File: src/rtl/ps2_pkg.sv
// ps2_pkg: shared definitions for the PS/2 keyboard input stage.
// Holds set-2 scan-code constants, key index constants for the held-key
// vector, the receive FSM state type and small helper functions used by
// ps2_frame_rx and ps2_key_decoder.
package ps2_pkg;

    // Set-2 make codes for the keys the game listens to
    localparam logic [7:0] SC_A     = 8'h1C;
    localparam logic [7:0] SC_S     = 8'h1B;
    localparam logic [7:0] SC_D     = 8'h23;
    localparam logic [7:0] SC_F     = 8'h2B;
    localparam logic [7:0] SC_W     = 8'h1D;
    localparam logic [7:0] SC_SPACE = 8'h29;
    localparam logic [7:0] SC_ENTER = 8'h5A;
    // Extended (E0-prefixed) codes
    localparam logic [7:0] SC_UP    = 8'h75;
    localparam logic [7:0] SC_DOWN  = 8'h72;
    localparam logic [7:0] SC_LEFT  = 8'h6B;
    localparam logic [7:0] SC_RIGHT = 8'h74;
    // Prefix bytes
    localparam logic [7:0] SC_BREAK = 8'hF0;
    localparam logic [7:0] SC_EXT   = 8'hE0;

    // Bit positions inside key_held
    localparam logic [3:0] KEY_A     = 4'd0;
    localparam logic [3:0] KEY_S     = 4'd1;
    localparam logic [3:0] KEY_D     = 4'd2;
    localparam logic [3:0] KEY_F     = 4'd3;
    localparam logic [3:0] KEY_W     = 4'd4;
    localparam logic [3:0] KEY_UP    = 4'd5;
    localparam logic [3:0] KEY_DOWN  = 4'd6;
    localparam logic [3:0] KEY_LEFT  = 4'd7;
    localparam logic [3:0] KEY_RIGHT = 4'd8;
    localparam logic [3:0] KEY_SPACE = 4'd9;
    localparam logic [3:0] KEY_ENTER = 4'd10;
    localparam int         NUM_KEYS  = 11;

    typedef enum logic [1:0] {
        ST_IDLE   = 2'd0,
        ST_DATA   = 2'd1,
        ST_PARITY = 2'd2,
        ST_STOP   = 2'd3
    } rx_state_e;

    typedef struct packed {
        logic       hit;
        logic [3:0] idx;
    } key_hit_t;

    // PS/2 uses odd parity: data plus parity bit must hold an odd number of ones
    function automatic logic odd_parity_ok(input logic [7:0] data, input logic par);
        return ^{data, par};
    endfunction

    // Map (extended flag, byte) to a held-key index; hit=0 for bytes we ignore
    function automatic key_hit_t key_lookup(input logic ext, input logic [7:0] code);
        key_hit_t r;
        r.hit = 1'b1;
        r.idx = 4'd0;
        if (ext) begin
            case (code)
                SC_UP:    r.idx = KEY_UP;
                SC_DOWN:  r.idx = KEY_DOWN;
                SC_LEFT:  r.idx = KEY_LEFT;
                SC_RIGHT: r.idx = KEY_RIGHT;
                default:  r.hit = 1'b0;
            endcase
        end else begin
            case (code)
                SC_A:     r.idx = KEY_A;
                SC_S:     r.idx = KEY_S;
                SC_D:     r.idx = KEY_D;
                SC_F:     r.idx = KEY_F;
                SC_W:     r.idx = KEY_W;
                SC_SPACE: r.idx = KEY_SPACE;
                SC_ENTER: r.idx = KEY_ENTER;
                default:  r.hit = 1'b0;
            endcase
        end
        return r;
    endfunction

endpackage

File: src/rtl/ps2_frame_rx.sv
// ps2_frame_rx: PS/2 device-to-host byte receiver.
// Synchronises the raw PS/2 lines, glitch-filters the clock, detects
// filtered falling edges and assembles 11-bit frames (start, 8 data LSB
// first, odd parity, stop). A stalled frame is abandoned after
// TIMEOUT_CYCLES clocks without a falling edge.
// Ports:
//   clock, reset      system clock, asynchronous active-high reset
//   ps2_clk, ps2_dat  raw asynchronous PS/2 lines
//   scan_valid        1-cycle pulse, scan_code holds a good byte
//   scan_code         last good byte (held between pulses)
//   frame_error       1-cycle pulse on bad start/parity/stop or timeout
module ps2_frame_rx #(
    parameter int FILTER_LEN     = 8,
    parameter int TIMEOUT_CYCLES = 10000
) (
    input  logic       clock,
    input  logic       reset,
    input  logic       ps2_clk,
    input  logic       ps2_dat,
    output logic       scan_valid,
    output logic [7:0] scan_code,
    output logic       frame_error
);
    import ps2_pkg::*;

    localparam int                FILT_W    = $clog2(FILTER_LEN + 1);
    localparam logic [FILT_W-1:0] FILT_LAST = FILT_W'(FILTER_LEN - 1);
    localparam int                TMO_W     = $clog2(TIMEOUT_CYCLES + 1);
    localparam logic [TMO_W-1:0]  TMO_LAST  = TMO_W'(TIMEOUT_CYCLES - 1);

    logic              clk_meta_r, clk_sync_r;
    logic              dat_meta_r, dat_sync_r;
    logic              filt_r;
    logic [FILT_W-1:0] filt_cnt_r;
    logic              fe_r;

    rx_state_e         state_r, state_s;
    logic [2:0]        bitcnt_r, bitcnt_s;
    logic [7:0]        shift_r, shift_s;
    logic              parity_r, parity_s;
    logic [TMO_W-1:0]  tmo_r, tmo_s;
    logic              scan_valid_r, scan_valid_s;
    logic [7:0]        scan_code_r, scan_code_s;
    logic              frame_error_r, frame_error_s;

    // Two-flop synchronisers; idle PS/2 lines are high, so reset to 1
    always_ff @(posedge clock or posedge reset) begin
        if (reset) begin
            clk_meta_r <= 1'b1;
            clk_sync_r <= 1'b1;
            dat_meta_r <= 1'b1;
            dat_sync_r <= 1'b1;
        end else begin
            clk_meta_r <= ps2_clk;
            clk_sync_r <= clk_meta_r;
            dat_meta_r <= ps2_dat;
            dat_sync_r <= dat_meta_r;
        end
    end

    // Clock glitch filter and registered falling-edge strobe
    always_ff @(posedge clock or posedge reset) begin
        if (reset) begin
            filt_r     <= 1'b1;
            filt_cnt_r <= '0;
            fe_r       <= 1'b0;
        end else if (clk_sync_r != filt_r) begin
            if (filt_cnt_r == FILT_LAST) begin
                // Enough consecutive disagreeing samples: accept the new level
                filt_r     <= clk_sync_r;
                filt_cnt_r <= '0;
                fe_r       <= ~clk_sync_r;
            end else begin
                filt_cnt_r <= filt_cnt_r + FILT_W'(1);
                fe_r       <= 1'b0;
            end
        end else begin
            filt_cnt_r <= '0;
            fe_r       <= 1'b0;
        end
    end

    // Frame FSM next-state, shift, timeout and output decisions
    always_comb begin
        state_s       = state_r;
        bitcnt_s      = bitcnt_r;
        shift_s       = shift_r;
        parity_s      = parity_r;
        tmo_s         = tmo_r;
        scan_valid_s  = 1'b0;
        scan_code_s   = scan_code_r;
        frame_error_s = 1'b0;

        case (state_r)
            ST_IDLE: begin
                // A high start bit is treated as line noise, not an error
                if (fe_r && !dat_sync_r) begin
                    state_s  = ST_DATA;
                    bitcnt_s = 3'd0;
                end else begin
                    state_s = ST_IDLE;
                end
            end
            ST_DATA: begin
                if (fe_r) begin
                    shift_s = {dat_sync_r, shift_r[7:1]};
                    if (bitcnt_r == 3'd7) begin
                        state_s = ST_PARITY;
                    end else begin
                        bitcnt_s = bitcnt_r + 3'd1;
                    end
                end else begin
                    shift_s = shift_r;
                end
            end
            ST_PARITY: begin
                if (fe_r) begin
                    parity_s = dat_sync_r;
                    state_s  = ST_STOP;
                end else begin
                    parity_s = parity_r;
                end
            end
            ST_STOP: begin
                if (fe_r) begin
                    state_s = ST_IDLE;
                    if (dat_sync_r && odd_parity_ok(shift_r, parity_r)) begin
                        scan_valid_s = 1'b1;
                        scan_code_s  = shift_r;
                    end else begin
                        frame_error_s = 1'b1;
                    end
                end else begin
                    state_s = ST_STOP;
                end
            end
            default: begin
                state_s = ST_IDLE;
            end
        endcase

        // Mid-frame watchdog: any falling edge restarts it
        if (state_r != ST_IDLE) begin
            if (fe_r) begin
                tmo_s = '0;
            end else if (tmo_r == TMO_LAST) begin
                tmo_s         = '0;
                state_s       = ST_IDLE;
                frame_error_s = 1'b1;
            end else begin
                tmo_s = tmo_r + TMO_W'(1);
            end
        end else begin
            tmo_s = '0;
        end
    end

    // Frame FSM state and registered outputs
    always_ff @(posedge clock or posedge reset) begin
        if (reset) begin
            state_r       <= ST_IDLE;
            bitcnt_r      <= 3'd0;
            shift_r       <= 8'h00;
            parity_r      <= 1'b0;
            tmo_r         <= '0;
            scan_valid_r  <= 1'b0;
            scan_code_r   <= 8'h00;
            frame_error_r <= 1'b0;
        end else begin
            state_r       <= state_s;
            bitcnt_r      <= bitcnt_s;
            shift_r       <= shift_s;
            parity_r      <= parity_s;
            tmo_r         <= tmo_s;
            scan_valid_r  <= scan_valid_s;
            scan_code_r   <= scan_code_s;
            frame_error_r <= frame_error_s;
        end
    end

    assign scan_valid  = scan_valid_r;
    assign scan_code   = scan_code_r;
    assign frame_error = frame_error_r;

endmodule

File: src/rtl/ps2_key_decoder.sv
// ps2_key_decoder: PS/2 keyboard front end for the rhythm game.
// Receives set-2 scan codes through ps2_frame_rx, tracks the F0 (break)
// and E0 (extended) prefixes, keeps a held level per game key and emits
// one-cycle column-press pulses on the rising edge of a/s/d/f.
// Ports:
//   clock, reset      system clock, asynchronous active-high reset
//   ps2_clk, ps2_dat  raw asynchronous PS/2 lines (receive only)
//   key_held[10:0]    {enter,space,right,left,down,up,w,f,d,s,a}
//   col_press[3:0]    1-cycle pulse on 0->1 of {f,d,s,a}
//   scan_valid        1-cycle pulse, scan_code holds a good byte
//   scan_code[7:0]    last good byte
//   frame_error       1-cycle pulse on a rejected or timed-out frame
module ps2_key_decoder #(
    parameter int FILTER_LEN     = 8,
    parameter int TIMEOUT_CYCLES = 10000
) (
    input  logic        clock,
    input  logic        reset,
    input  logic        ps2_clk,
    input  logic        ps2_dat,
    output logic [10:0] key_held,
    output logic [3:0]  col_press,
    output logic        scan_valid,
    output logic [7:0]  scan_code,
    output logic        frame_error
);
    import ps2_pkg::*;

    logic                rx_valid_s;
    logic [7:0]          rx_code_s;
    logic                rx_error_s;

    logic                brk_r, brk_s;
    logic                ext_r, ext_s;
    logic [NUM_KEYS-1:0] held_r, held_s;
    logic [3:0]          col_press_r;
    key_hit_t            hit_s;

    ps2_frame_rx #(
        .FILTER_LEN     (FILTER_LEN),
        .TIMEOUT_CYCLES (TIMEOUT_CYCLES)
    ) u_rx (
        .clock       (clock),
        .reset       (reset),
        .ps2_clk     (ps2_clk),
        .ps2_dat     (ps2_dat),
        .scan_valid  (rx_valid_s),
        .scan_code   (rx_code_s),
        .frame_error (rx_error_s)
    );

    // Prefix tracking and held-key update for the byte just received
    always_comb begin
        held_s = held_r;
        brk_s  = brk_r;
        ext_s  = ext_r;
        hit_s  = key_lookup(ext_r, rx_code_s);
        if (rx_error_s) begin
            // A lost frame may have been the rest of a prefixed code
            brk_s = 1'b0;
            ext_s = 1'b0;
        end else if (rx_valid_s) begin
            if (rx_code_s == SC_BREAK) begin
                brk_s = 1'b1;
            end else if (rx_code_s == SC_EXT) begin
                ext_s = 1'b1;
            end else begin
                if (hit_s.hit) begin
                    held_s[hit_s.idx] = ~brk_r;
                end else begin
                    held_s = held_r;
                end
                brk_s = 1'b0;
                ext_s = 1'b0;
            end
        end else begin
            held_s = held_r;
        end
    end

    // Decode registers; press pulses come from the held transition itself
    always_ff @(posedge clock or posedge reset) begin
        if (reset) begin
            brk_r       <= 1'b0;
            ext_r       <= 1'b0;
            held_r      <= '0;
            col_press_r <= 4'b0000;
        end else begin
            brk_r       <= brk_s;
            ext_r       <= ext_s;
            held_r      <= held_s;
            col_press_r <= held_s[3:0] & ~held_r[3:0];
        end
    end

    assign key_held    = held_r;
    assign col_press   = col_press_r;
    assign scan_valid  = rx_valid_s;
    assign scan_code   = rx_code_s;
    assign frame_error = rx_error_s;

endmodule

File: config.mk
export PLATFORM = sky130hd
export DESIGN_NAME = ps2_key_decoder
export DESIGN_NICKNAME = d
export VERILOG_FILES = /design/src/rtl/ps2_pkg.sv /design/src/rtl/ps2_frame_rx.sv /design/src/rtl/ps2_key_decoder.sv
export SDC_FILE = /design/constraint.sdc
export NUM_CORES = 1
export LEC_CHECK = 0
export BUFFER_PORTS_ARGS = -buffer_cell sky130_fd_sc_hd__buf_2
export CORE_MARGIN = 2
export CORE_UTILIZATION = 30
export DETAILED_ROUTE_END_ITERATION = 8
export SETUP_SLACK_MARGIN = 0.3
export SYNTH_ARGS = -nofsm -noshare
export SYNTH_HDL_FRONTEND = slang
export SYNTH_HIERARCHICAL = 1
export SYNTH_SLANG_ARGS = --single-unit
File: constraint.sdc
create_clock -name clock -period 2.45 [get_ports clock]
set_clock_uncertainty 0.15 [all_clocks]
set_input_delay 0.1225 -clock clock [delete_from_list [all_inputs] [get_ports clock]]
set_output_delay 0.1225 -clock clock [all_outputs]
set_load 0.05 [all_outputs]
==> metrics.cfg <==
[run_status]
outcome=finished clean

[global_routing]
grt_max_degree=29
antenna_found_initial=0
track_usage_pct=12.5
grt_pass1_vias=2503
grt-ovfl-total=0
grt_first_pass_wirelength_um=11800

[pwr]
power.internal_uw=1620
max-vdd-ir-drop_uv=344
clkPwrFrac_pct=41.8
comb_power_share_pct=4.3
p_seq_share_pct=53.9
p_sw_uw=480
p_leak_uw=0.00179
p_sw_share_pct=22.8
power_density_nw_per_um2=507

[sta]
period_needed_ns=2.21
final.setup.tns_ns=0
rsz0062_at_grt=true
tightestPinTransition_ns=0.655
slew_headroom_pct=56.3
drv_slew=0
hold_viol_final=0
clock.fmax_mhz=452
finalCritPeriodShare_pct=90.2
setup_viol=0

[floorplan]
rows=38
core_um2=10800
start_util_pct=30.8
io_pins=29
fp.dieH_um=110
fp.dieW_um=110
dieArea_um2=12000

[setup_path]
reg2regPathDepth=5
rrSetupSlack_ns=0.24
slowest_delay_ns=0.54
worst_setup_path_end_kind=register
crit_path_cell_trace=nand2b_4 -> or4_4 -> a211o_1 -> a221oi_2 -> mux2i_1
r2r-end=key_held[10]
path_class=register to register
cp_top_family=simple AND/OR/NAND/NOR gates
cp_max_fo=4
cp_slowest_cell=or4_4
r2r-start=u_rx/scan_code[2]
cp_num_cells=5
crit_required_ns=2.55
cp-startpoint=u_rx/scan_code[2]
critPathArrivalTime_ns=2.31
cp-start-kind=register
endpoint=key_held[10]
crit_buf_inv=0

[final_layout]
fin_util_pct=38.3
diodes=0
nFillCells=1060
stdcell_count=506
synthToLayoutAreaGrowth_pct=24.1
layout.nets=369
drive_above_1_share_pct=33.9
multi_input_area_um2=1700
regArea_um2=1640

[route]
vias=2509
drtPass1Iterations=4
vias_per_cell=4.96
ant_nets=0
wl_um=6880
wire_per_inst_um=13.6
drc=0
drt-initial-drc-count=92

[yosys]
yosysTopAreaCell=dfrtp_1
ys.flop_type=dfrtp_1
syn_avg_cell_area_um2=10.9
yosysSeqAreaShare_pct=48.8
yosys_warnings=6
yosysUniqueCellTypes=55
ys_ff_latch=65
yosysMostFrequentCell=dfrtp_1
ys_async_sr_fraction_pct=100
synth_area_um2=3340
netlist_top_cells_count=60 x dfrtp_1, 22 x inv_1, 18 x nor2_1
synth_top_area_share_pct=44.9
netlist_instances=306
synth_edf_count=0
synthTopCellsByArea=dfrtp_1 45%, mux2_2 5.4%, dfstp_2 3.9%
syn_nets=314

[place]
dp_cells=470
hpwlAfterDp_um=4760
portBuffers=28
gp_congestion=0.866

[clock_network]
clock-sinks=65
cts_buffers=9
cts_max_path_buffers=2
clock-root-buffer=clkbuf_8
cts_tree=built
cts_htree_levels=3
clk_pin_slew_ns=0.07
clock_latency_ns=0.33

[min_path]
hold_path_class=register to register

[job]
maxCapViolCount=0

-- power groups by stage --
| stage | combinational (uW) | clock, uW | sequential, uW |
|---|---|---|---|
| 2_1_floorplan | 69.1 | 0 | 1150 |
| 3_3_place_gp | 86.6 | 0 | 1150 |
| 3_5_place_dp | 91.2 | 0 | 1150 |
| 4_1_cts | 95.6 | 910 | 1130 |
| 5_1_grt | 105 | 968 | 1140 |
| 6_report | 91.1 | 879 | 1130 |
-- flip-flops by register name, summed over array words and instances (netlist names), 2 cells and up --
name / flops
u_rx/bitcnt_r: 3
key_held: 11
u_rx/tmo_r: 14
u_rx/scan_code: 8
col_press: 4
u_rx/filt_cnt_r: 4
u_rx/shift_r: 8
u_rx/state_r: 2
-- cell usage in the layout, fill, tap and decap left out, types with 7 or more instances in the layout --
cell type,instances
nand3_1,13
buf_2,28
dfrtp_2,8
a21oi_1,8
dfrtp_1,52
nand2_1,17
xnor2_1,10
clkbuf_8,9
nand4_1,7
buf_4,20
mux2_2,16
mux2i_1,12
o21ai_0,12
inv_1,21
nor2_1,17
-- cell type report --
type | count | share of cell area (%)
clock inverters | 4 | 1.30
flip-flops and latches | 65 | 39.6
well taps | 140 | 4.22
repair buffers | 53 | 8.69
multi-input cells | 210 | 40.9
inverters | 22 | 1.99
clock buffers | 12 | 3.26
-- per-layer routing --
layer / vias to the layer above / wire length (um) / part of all wire (%) / track usage, %
met3: 6 / 411 / 6.0 / 3.97
met4: 0 / 59 / 0.86 / 3.16
met1: 1236 / 3080 / 45 / 15.7
met2: 51 / 3330 / 48 / 20.7
li1: 1216 / - / - / -
met5: - / 0 / 0 / 0
-- cell families (layout without fill, tap and decap cells) --
group	Yosys count	after routing	share of synthesized area [%]
compound gates	53	53	11.3
simple gates	106	106	18.7
mux	29	29	9.66
buf+inv	31	91	3.82
xor+xnor	18	18	6.17
fa+ha+maj	4	4	1.50
flops	65	65	48.8
-- worst min-delay path by stage --
stage                    startpoint              end  cells after the start
global route        u_rx/dat_meta_r  u_rx/dat_sync_r                      0
detailed placement          ps2_clk  u_rx/clk_meta_r                      1
global placement              reset    u_rx/tmo_r[7]                      2
CTS                 u_rx/dat_meta_r  u_rx/dat_sync_r                      0
floorplan                     reset            brk_r                      1
finish              u_rx/dat_meta_r  u_rx/dat_sync_r                      0
-- per-stage QoR --
stage / power (uW) / setup WS, ns / area, um^2 / hold slack [ns]
6_report: 2100 / 0.240 / 4150 / 0.206
4_1_cts: 2140 / 0.196 / 3990 / 0.208
3_5_place_dp: 1250 / 0.183 / 3670 / 0.0786
5_1_grt: 2210 / 0.164 / 4150 / 0.214
2_1_floorplan: 1220 / 0.151 / 3360 / -0.101
3_3_place_gp: 1240 / 0.231 / 3670 / 0.0752
-- timing repair --
item / CTS / global route
resized for setup: 4 / 21
endpoints found under the hold margin: 45 / 0
setup endpoints to repair: 11 / 15
hold buffers: 3 / 0
pin swaps: 3 / 8
buffers inserted: 10 / 7
cloned: 0 / 0
Power figures use the tool's default switching activity.
